File: src/rtl/ghostbus_arb.sv
// Two-requester arbiter sharing one ghostbus host port (round-robin by default).
// Define GHOSTBUS_ARB_FIXED_PRIO_EN to make requester 0 win every tie instead.
module ghostbus_arb #(
  parameter int unsigned AW = 24,
  parameter int unsigned DW = 32,
  parameter int unsigned RD = 8
) (
  input  logic          gb_clk,
  input  logic          gb_rst_n,
  input  logic          req0,
  input  logic          req1,
  input  logic          we0,
  input  logic          we1,
  input  logic [AW-1:0] addr0,
  input  logic [AW-1:0] addr1,
  input  logic [DW-1:0] wdata0,
  input  logic [DW-1:0] wdata1,
  output logic          ack0,
  output logic          ack1,
  output logic [DW-1:0] rdata0,
  output logic [DW-1:0] rdata1,
  output logic [AW-1:0] gb_addr,
  output logic [DW-1:0] gb_wdata,
  output logic          gb_wen,
  output logic          gb_rstb,
  input  logic [DW-1:0] gb_rdata,
  output logic          busy
);

  typedef enum logic [1:0] {StIdle, StXfer, StWait, StAck} state_e;

  localparam logic [7:0] CntLoad = 8'(RD - 1);

  state_e     state_q;
  logic       grant_q;
  logic [7:0] cnt_q;
  logic       any_req;
  logic       pick;

  assign any_req = req0 | req1;

`ifdef GHOSTBUS_ARB_FIXED_PRIO_EN
  // Requester 0 wins whenever present; otherwise only requester 1 can be asking.
  assign pick = ~req0;
`else
  logic last_grant_q;
  assign pick = (req0 & req1) ? ~last_grant_q : req1;
`endif

  assign busy = (state_q != StIdle);

  always_ff @(posedge gb_clk or negedge gb_rst_n) begin
    if (!gb_rst_n) begin
      state_q      <= StIdle;
      grant_q      <= 1'b0;
      cnt_q        <= '0;
      gb_addr      <= '0;
      gb_wdata     <= '0;
      gb_wen       <= 1'b0;
      gb_rstb      <= 1'b0;
      ack0         <= 1'b0;
      ack1         <= 1'b0;
      rdata0       <= '0;
      rdata1       <= '0;
`ifndef GHOSTBUS_ARB_FIXED_PRIO_EN
      last_grant_q <= 1'b1;
`endif
    end else begin
      gb_wen  <= 1'b0;
      gb_rstb <= 1'b0;
      ack0    <= 1'b0;
      ack1    <= 1'b0;
      unique case (state_q)
        StIdle: begin
          if (any_req) begin
            grant_q  <= pick;
            gb_addr  <= pick ? addr1 : addr0;
            gb_wdata <= pick ? wdata1 : wdata0;
            if (pick ? we1 : we0) begin
              gb_wen <= 1'b1;
            end else begin
              gb_rstb <= 1'b1;
            end
            state_q <= StXfer;
          end
        end
        StXfer: begin
          // gb_wen is only ever high in XFER for a write, so it doubles as the latched we.
          if (gb_wen) begin
            ack0    <= ~grant_q;
            ack1    <= grant_q;
            state_q <= StAck;
          end else begin
            cnt_q   <= CntLoad;
            state_q <= StWait;
          end
        end
        StWait: begin
          if (cnt_q == '0) begin
            if (grant_q) begin
              rdata1 <= gb_rdata;
            end else begin
              rdata0 <= gb_rdata;
            end
            ack0    <= ~grant_q;
            ack1    <= grant_q;
            state_q <= StAck;
          end else begin
            cnt_q <= cnt_q - 8'd1;
          end
        end
        StAck: begin
`ifndef GHOSTBUS_ARB_FIXED_PRIO_EN
          last_grant_q <= grant_q;
`endif
          state_q <= StIdle;
        end
        default: state_q <= StIdle;
      endcase
    end
  end

endmodule

File: config.mk
export PLATFORM = sky130hd
export DESIGN_NAME = ghostbus_arb
export DESIGN_NICKNAME = d
export VERILOG_FILES = /design/src/rtl/ghostbus_arb.sv
export SDC_FILE = /design/constraint.sdc
export NUM_CORES = 1
export LEC_CHECK = 0
export ABC_CLOCK_PERIOD_IN_PS = 4550
export BUFFER_PORTS_ARGS = -buffer_cell sky130_fd_sc_hd__buf_2
export CAP_MARGIN = 20
export CORE_MARGIN = 5
export CORE_UTILIZATION = 40
export CTS_BUF_LIST = sky130_fd_sc_hd__clkbuf_4
export DETAILED_ROUTE_END_ITERATION = 12
export GPL_ROUTABILITY_DRIVEN = 0
export PLACE_DENSITY = 0.7
export SLEW_MARGIN = 5
export SYNTH_ARGS = -nofsm -noshare
export SYNTH_HDL_FRONTEND = slang
export SYNTH_SLANG_ARGS = --single-unit
File: constraint.sdc
create_clock -name gb_clk -period 4.55 [get_ports gb_clk]
set_input_delay 0.6825 -clock gb_clk [delete_from_list [all_inputs] [get_ports gb_clk]]
set_output_delay 0.6825 -clock gb_clk [all_outputs]
set_load 0.05 [all_outputs]
* After elaboration in Yosys (flattened, before gate mapping)
Index checks and enable logic that the tools add are counted.
Widths: inputs -> output; s select.
** Cells by class
- Add/subtract/negate cells :: 1
- Eq/ne operators :: 7
- Mux-type cells :: 23
- Bitwise logic cells :: 4
- Reductions and logical operators :: 9
** Operators with widths (number)
- $mux 32 :: 1
- $mux 24 :: 1
- $mux 8 :: 2
- $pmux 8 s2 :: 1
- $mux 1 :: 13
- $reduce_and 3->1 :: 3
- $logic_not 8->1 :: 1
- $ne 2x2->1 const B :: 4
- $pmux 2 s4 :: 1
- $sub 8x1->8 const B :: 1
- $eq 2x2->1 const B :: 2
- $mux 2 :: 2
- $pmux 1 s2 :: 2
- $reduce_and 2->1 :: 2
- $reduce_bool 2->1 :: 2
- $eq 2x1->1 const B :: 1
- $logic_not 2->1 :: 1
- $not 1->1 :: 2
- $and 1x1->1 :: 1
- $or 1x1->1 :: 1
** Storage, ports and cells
- Register bits after elaboration :: 136
- Bits of input ports :: 150
- Output and inout port bits :: 125

* Depth between registers and ports, before layout
Gate-level depths: netlist of run 1.
- Depth in word-level cells :: 6
- Gate-level depth with buffers :: 7
- Depth with buffers taken out :: 6

* Least setup slack after synthesis of run 1
Ideal clock, no wire load.
- Path type :: register to register
- Start point :: register state_q[0]
- End point :: register rdata0[1]
- Setup time :: 0.125 ns
- Arrival time :: 1.813 ns
- Slack :: 2.612 ns
- Stages on the path, launching flop included :: 7
- Path buffers :: 1
- Period minus slack after synthesis :: 1.938 ns
- Cells stage by stage :: dfrtp_1 inv_1 ha_1 nand4bb_1 nor3_4 buf_6 mux2_2
** On the way
- Cells in the longest elaborated chain, start to end :: 2
** Ends and longest elaborated chain
- start, declared :: line 34 : state_e state_q;
- start signal, assigned :: line 54 : state_q <= StIdle;
- start signal, assigned :: line 84 : state_q <= StXfer;
- start signal, assigned :: line 92 : state_q <= StAck;
- $eq 2x2->1 :: line 73 : unique case (state_q)
- $reduce_and 3->1 (no line)
- end signal, assigned :: line 103 : rdata0 <= gb_rdata;
- end, declared :: line 20 : output logic [DW-1:0] rdata0,
No other way between the ends.
A chain may end at the register's enable or synchronous reset.

* Final worst setup path of run 1
- Start point :: register state_q[0]
- End point :: output busy
** On the way
- Cells in the longest elaborated chain, start to end :: 1
** Ends and longest elaborated chain
- $reduce_bool 2->1 :: line 50 : assign busy = (state_q != StIdle);
- end, declared :: line 27 : output logic busy
No other way between the ends.

==> out/results.tsv, run 1 <==
stage	metric	value	unit
run_status	status	complete, no violations	
logic_synthesis	synthCells	463	
detailed_routing	drt-initial-drc-count	132	
sta	hold_violations	0	
grt	grt_overflow_total	0	
detailed_routing	drtPass1Iterations	4	
logic_synthesis	ys_seq_elements	136	
logic_synthesis	synth.net_count	619	
clock_network	clk_pin_slew	0.12	ns
logic_synthesis	ys_seq_area_share	58.30	%
setup_path	reg2reg_to	rdata0[16]	
floorplan	fp-row-count	44	
pwr	clock_power_share	12.3	%
sta	slew_viol_final	0	
floorplan	die_x	130.8	microns
placed_design	portBuffers	274	
pwr	p_total	0.006342	W
setup_path	cp.required	3.87	ns
floorplan	fp.dieH	130.8	microns
clock_network	cts_resized	0	
pwr	p_int	0.002965	W
logic_synthesis	synth_ff_type	dfrtp_1	
placed_design	dpl.cell_count	900	
setup_path	cp_slowest_stage_delay	0.45	ns
clock_network	cts_tree	yes	
sta	timing.final.crit_share	52.88	%
setup_path	reg2reg_depth	6	
floorplan	die_area	17120	sq um
setup_path	critPathCapture	busy	
logic_synthesis	async_reset_ff_share	100.0	%
detailed_routing	vias_per_cell	4.910	
setup_path	worst_setup_path_start_kind	flip-flop	
sta	tightest_slew	0.9161	ns
logic_synthesis	synth_top_cell_by_area	dfrtp_1	
setup_path	cp_slowest_cell	dfrtp_1	
grt	antenna_found_initial	0	
setup_path	timing.rr.start	state_q[0]	
logic_synthesis	yosysWarnings	0	
sta	setup_viol	0	
min_path	min_path_type	in -> reg	
pwr	powerDensity	823.6	nW/um^2
detailed_routing	ant_nets	0	
grt	grt_pass1_wl	23960	microns
clock_network	numCtsBuffers	17	
sta	tns	0	ns
setup_path	worstPathArrival	1.72	ns
sta	min_period	2.406	ns
setup_path	worstPathMaxFanout	6	
setup_path	endpoint_kind	output port	
clock_network	h-tree-depth	4	
pwr	ir_worst_vdd	0.4056	mV
grt	grt_pass1_vias	4700	
clock_network	cts_setup_buffers	0	
logic_synthesis	synthTopCellsByArea	dfrtp_1 (58%), mux2_2 (12%), mux2i_1 (9.8%), o21ai_0 (5.2%), nand2_1 (3.9%)	
detailed_routing	vias	4591	
logic_synthesis	syn-cell-area	5839	sq um
clock_network	clk_latency	0.52	ns
pwr	power_switching	0.003377	W
cells_and_area	drive_gt1_share	51.20	%
cells_and_area	syn_to_final_growth	31.86	%
clock_network	clock_path_buffers	2	
grt	track_usage	18.01	%
cells_and_area	instances_no_fill	935	
detailed_routing	post_drt_wl_per_cell	16.81	microns
sta	maxSlewHeadroom	38.77	%
cells_and_area	final_area	7700	sq um
sta	rsz0062_at_grt	false	
cells_and_area	final_nets	893	
setup_path	worstPathCellList	inv_1, ha_1, inv_1, buf_2	
setup_path	crit_buf_inv	3	
logic_synthesis	synth_edf_count	0	
clock_network	cts_sinks	136	
sta	fin_worst_skew	0.01582	ns
setup_path	cp_top_family	buffers and inverters	
floorplan	io_pins	275	
setup_path	crit_cells	4	
setup_path	cp-startpoint	state_q[0]	
clock_network	clock-root-buffer	clkbuf_4	
pwr	pwr-share-comb	54.9	%
setup_path	critical_path_class	reg -> out	
logic_synthesis	synth_top_area_share	57.85	%
pwr	swShare	53.25	%
logic_synthesis	synth.distinct_cells	39	
grt	grt_max_degree	109	
setup_path	reg2reg_setup_slack	2.26	ns
sta	fmax	415.6	MHz
placed_design	dpl_cell_area	7381	sq um
pwr	p_leak	4.093	nW
floorplan	core_area	14420	sq um
cells_and_area	final_common_cell	buf_2	
logic_synthesis	avgSynthCellArea	12.61	sq um
floorplan	start_util	40.48	%
detailed_routing	route.final.wire_length	15720	microns
cells_and_area	final_cell_mix	buf_2 (273), dfrtp_1 (135), o21ai_0 (61), mux2_2 (61), nand2_1 (60)	
pwr	seq_power_share	32.8	%
placed_design	place_hpwl	11970	microns
run	cap_violations	0	
setup_path	cpMostUsedCell	inv_1	
detailed_routing	drc	0	
-- kinds of logic after synthesis --
group	after synthesis	synth area share [%]
simple gates	87	7.071
compound gates	78	7.671
mux	123	22.69
buf+inv	33	2.978
flops	136	58.30
fa+ha+maj	6	1.286
-- final cells by class --
cell class | count | area, sq um
antenna | 1 | 2.502
clock buffer | 17 | 127.6
clock inverter | 15 | 151.4
fill | 1257 | 6724
inverter | 8 | 30.03
multi-input combinational | 294 | 2283
sequential | 136 | 3405
tap | 184 | 230.2
timing repair buffer | 280 | 1470
-- Yosys cell counts, types with 2 or more instances --
master / count
dfrtp_1: 135
a21oi_1: 4
mux2i_1: 57
o31ai_1: 3
buf_6: 6
nor2_1: 6
o21ai_0: 61
ha_1: 6
buf_2: 4
inv_1: 8
and2_1: 2
mux2_1: 2
nand2_1: 60
nor2b_1: 2
or3_1: 5
or4_1: 4
buf_1: 3
clkbuf_1: 12
mux2_4: 3
mux2_2: 61
-- registers in the layout (all words and copies together) (netlist names), 2 cells and up --
name,cells
rdata0,32
gb_wdata,32
cnt_q,8
state_q,2
gb_addr,24
rdata1,32
-- metrics by stage --
step | setup WS [ns] | util (%) | hold slack, ns
6_report | 2.144 | 53.38 | 0.4000
5_1_grt | 2.008 | 53.37 | 0.3163
4_1_cts | 2.079 | 53.11 | 0.2768
3_5_place_dp | 2.092 | 51.17 | 0.4653
3_3_place_gp | 2.177 | 51.17 | 0.4576
2_1_floorplan | 2.612 | - | 0.3869
-- power groups by stage --
stage | registers (W) | logic (W) | clock network, W
2_1_floorplan | 0.00382 | 0.000866 | 0
3_3_place_gp | 0.00208 | 0.00345 | 0
3_5_place_dp | 0.00210 | 0.00352 | 0
4_1_cts | 0.00208 | 0.00351 | 0.000822
5_1_grt | 0.00215 | 0.00370 | 0.000869
6_report | 0.00208 | 0.00348 | 0.000781
-- routing by layer --
metal	part of all wire [%]	track usage [%]	up-vias
met2	49	29.09	213
met4	1.1	5.868	0
met5	0	0	-
li1	-	-	2183
met1	39	22.20	2177
met3	11	7.195	18
-- worst min-delay path by stage --
stage                       from           to  depth (start not counted)  slack [ns]
finish              gb_rdata[21]   rdata1[21]                          2        0.40
global route        gb_rdata[21]   rdata1[21]                          2        0.32
CTS                     gb_rst_n     cnt_q[0]                          1        0.28
detailed placement   gb_addr[12]  gb_addr[12]                          2        0.47
global placement     gb_addr[18]  gb_addr[18]                          2        0.46
floorplan               gb_rst_n         ack0                          0        0.39
-- repair_timing --
action,CTS,global route
hold endpoints to repair,0,12
hold buffers,0,1
endpoints found under the setup margin,0,0
No activity file was read; power rests on OpenSTA's default activity.
==> run 2, diff against run 1 <==
--- a/config.mk
+++ b/config.mk
@@ -5,7 +5,7 @@
 export SDC_FILE = /design/constraint.sdc
 export NUM_CORES = 1
 export LEC_CHECK = 0
-export ABC_CLOCK_PERIOD_IN_PS = 4550
+export ABC_CLOCK_PERIOD_IN_PS = 2400
 export BUFFER_PORTS_ARGS = -buffer_cell sky130_fd_sc_hd__buf_2
 export CAP_MARGIN = 20
 export CORE_MARGIN = 5
==> constraint.sdc (replaced) <==
create_clock -name gb_clk -period 2.4 [get_ports gb_clk]
set_input_delay 0.36 -clock gb_clk [delete_from_list [all_inputs] [get_ports gb_clk]]
set_output_delay 0.36 -clock gb_clk [all_outputs]
set_load 0.05 [all_outputs]
==> run 2 against run 1 <==
Cell area increased by 1.3%; clock power increased by 93%; core utilization increased by 0.72 points; non-clock buffer count increased by 11; total power increased by 91%; wire length increased by 1.5%; die area unchanged; via count increased by 0.17%; hold slack got worse by 0.33 ns.
==> out/results.tsv, run 2 (synthesis gave the netlist of run 1 again) <==
stage	metric	value	unit	change
run_status	status	complete, no violations		unchanged
grt	grt_pass1_wl	24570	microns	was 23,960 microns
sta	fmax	462.0	MHz	
detailed_routing	vias_per_cell	4.867		was 4.910
pwr	powerDensity	1551	nW/um^2	was 823.6 nW/um^2
floorplan	die_x	130.8	microns	unchanged
clock_network	clk_latency	0.53	ns	was 0.52 ns
setup_path	worst_setup_path_start_kind	flip-flop		unchanged
clock_network	h-tree-depth	4		unchanged
run	cap_violations	0		unchanged
placed_design	place_hpwl	12460	microns	was 11,970 microns
sta	min_period	2.164	ns	
setup_path	cp_slowest_stage_delay	0.56	ns	was 0.45 ns
floorplan	io_pins	275		unchanged
setup_path	cp.required	2.86	ns	was 3.87 ns
setup_path	cp_top_family	simple AND/OR/NAND/NOR gates		was buffers and inverters
clock_network	clk_pin_slew	0.13	ns	was 0.12 ns
sta	slew_viol_final	0		unchanged
placed_design	portBuffers	274		unchanged
cells_and_area	final_cell_mix	buf_2 (273), dfrtp_1 (135), o21ai_0 (61), mux2_2 (61), nand2_1 (60)		unchanged
clock_network	cts_tree	yes		unchanged
sta	hold_violations	0		unchanged
pwr	ir_worst_vdd	0.9482	mV	was 0.4056 mV
cells_and_area	diodes	0		was 1
setup_path	crit_buf_inv	1		was 3
detailed_routing	vias	4599		was 4,591
placed_design	preCtsSetupSlack	0.2518	ns	was 2.092 ns
clock_network	cts_sinks	136		unchanged
grt	track_usage	18.52	%	was 18.01%
grt	grt_pass1_vias	4831		was 4,700
cells_and_area	syn_to_final_growth	33.64	%	was 31.86%
grt	antenna_found_initial	0		unchanged
sta	tightest_slew	0.8197	ns	was 0.9161 ns
cells_and_area	final_common_cell	buf_2		unchanged
grt	grt_overflow_total	0		unchanged
setup_path	worstPathArrival	2.62	ns	was 1.72 ns
sta	timing.final.crit_share	90.18	%	
setup_path	worstPathMaxFanout	14		was 6
pwr	p_leak	4.161	nW	was 4.093 nW
detailed_routing	drt-initial-drc-count	97		was 132
sta	fin_worst_skew	0.01839	ns	was 0.01582 ns
grt	grt_max_degree	77		was 109
detailed_routing	ant_nets	0		unchanged
sta	fin_ws	0.2356	ns	was 2.144 ns
detailed_routing	route.final.wire_length	15950	microns	was 15,720 microns
cells_and_area	final_nets	904		was 893
sta	rsz0062_at_grt	false		unchanged
setup_path	endpoint_kind	flip-flop		was output port
min_path	min_path_type	in -> reg		unchanged
sta	setup_viol	0		unchanged
cells_and_area	largestRegisters	gb_wdata: 32 flops, rdata0: 32 flops, rdata1: 32 flops		unchanged
floorplan	start_util	40.48	%	unchanged
setup_path	critical_path_class	reg -> reg		was reg -> out
setup_path	worstPathCellList	inv_1, ha_1, nand4bb_1, o211ai_2, or4_1, a21oi_1		was inv_1, ha_1, inv_1, buf_2
clock_network	clock-root-buffer	clkbuf_4		unchanged
detailed_routing	drc	0		unchanged
floorplan	die_area	17120	sq um	unchanged
clock_network	clock_path_buffers	2		unchanged
sta	maxSlewHeadroom	45.15	%	was 38.77%
detailed_routing	drtPass1Iterations	4		unchanged
floorplan	fp.dieH	130.8	microns	unchanged
cells_and_area	drive_gt1_share	51.12	%	was 51.20%
setup_path	cp_slowest_cell	or4_1		was dfrtp_1
floorplan	fp-row-count	44		unchanged
sta	tns	0	ns	unchanged
clock_network	numCtsBuffers	17		unchanged
detailed_routing	post_drt_wl_per_cell	16.88	microns	was 16.81 microns
floorplan	core_area	14420	sq um	unchanged
==> run 2: cell types whose count changed in the layout (fill, tap and decap cells not counted), moves of 2 or more <==
cell	previous run	this run
buf_4	2	5
inv_8	0	3
inv_6	2	7
clkinvlp_4	5	0
dlygate4sd3_1	1	8
buf_12	2	4
==> run 2: worst paths after layout <==
path / to / slack (ns) / startpoint / cells after the start
worst min-delay path: rdata1[27] / 0.07 / gb_rdata[27] / 2
worst min register to register: gb_addr[21] / 0.49 / gb_addr[21] / 2
worst max-delay path: cnt_q[7] / 0.24 / state_q[0] / 6
worst max register to register: cnt_q[7] / 0.24 / state_q[0] / 6
min in group asynchronous: grant_q / 0.33 / gb_rst_n / 2
max in group asynchronous: gb_addr[20] / 1.32 / gb_rst_n / 3
==> run 2: through the flow <==
| stage | power (W) | area [sq um] | utilization (%) | std cells | hold slack (ns) |
|---|---|---|---|---|---|
| floorplan | 0.008892 | 5839 | - | 463 | 0.06441 |
| global placement | 0.01051 | 7443 | 51.60 | 905 | 0.3206 |
| detailed placement | 0.01069 | 7443 | 51.60 | 905 | 0.3271 |
| CTS | 0.01224 | 7804 | 54.10 | 945 | 0.007178 |
| global route | 0.01282 | 7804 | 54.10 | 945 | 0.005844 |
| finish | 0.01210 | 7804 | 54.10 | 945 | 0.07342 |
==> run 2: final cells by class <==
cell class,instances,area (sq um)
flip-flops and latches,136,3405
well taps,184,230.2
clock inverters,15,152.6
inverters,8,30.03
clock buffers,17,127.6
fillers,1265,6620
multi-input cells,294,2283
repair buffers,291,1575
==> run 2: metal layers <==
metal | routed length [microns] | share of wire (%) | GRT usage [%]
met1 | 6207 | 39 | 22.05
met2 | 7818 | 49 | 30.77
met3 | 1799 | 11 | 7.846
met4 | 121 | 0.76 | 5.384
met5 | 0 | 0 | 0
==> run 2: report_power, final <==
group | leakage, nW | internal (W) | switching (W)
clock network | 0.158 | 0.000558 | 0.000956
logic | 2.29 | 0.00169 | 0.00492
registers | 1.71 | 0.00334 | 0.000637
total | 4.16 | 0.00559 | 0.00651
==> run 2: what timing repair did <==
action	in CTS	in global routing
hold endpoints to repair	53	0
gates resized for setup	0	0
hold buffers	8	0
buffers inserted	0	0
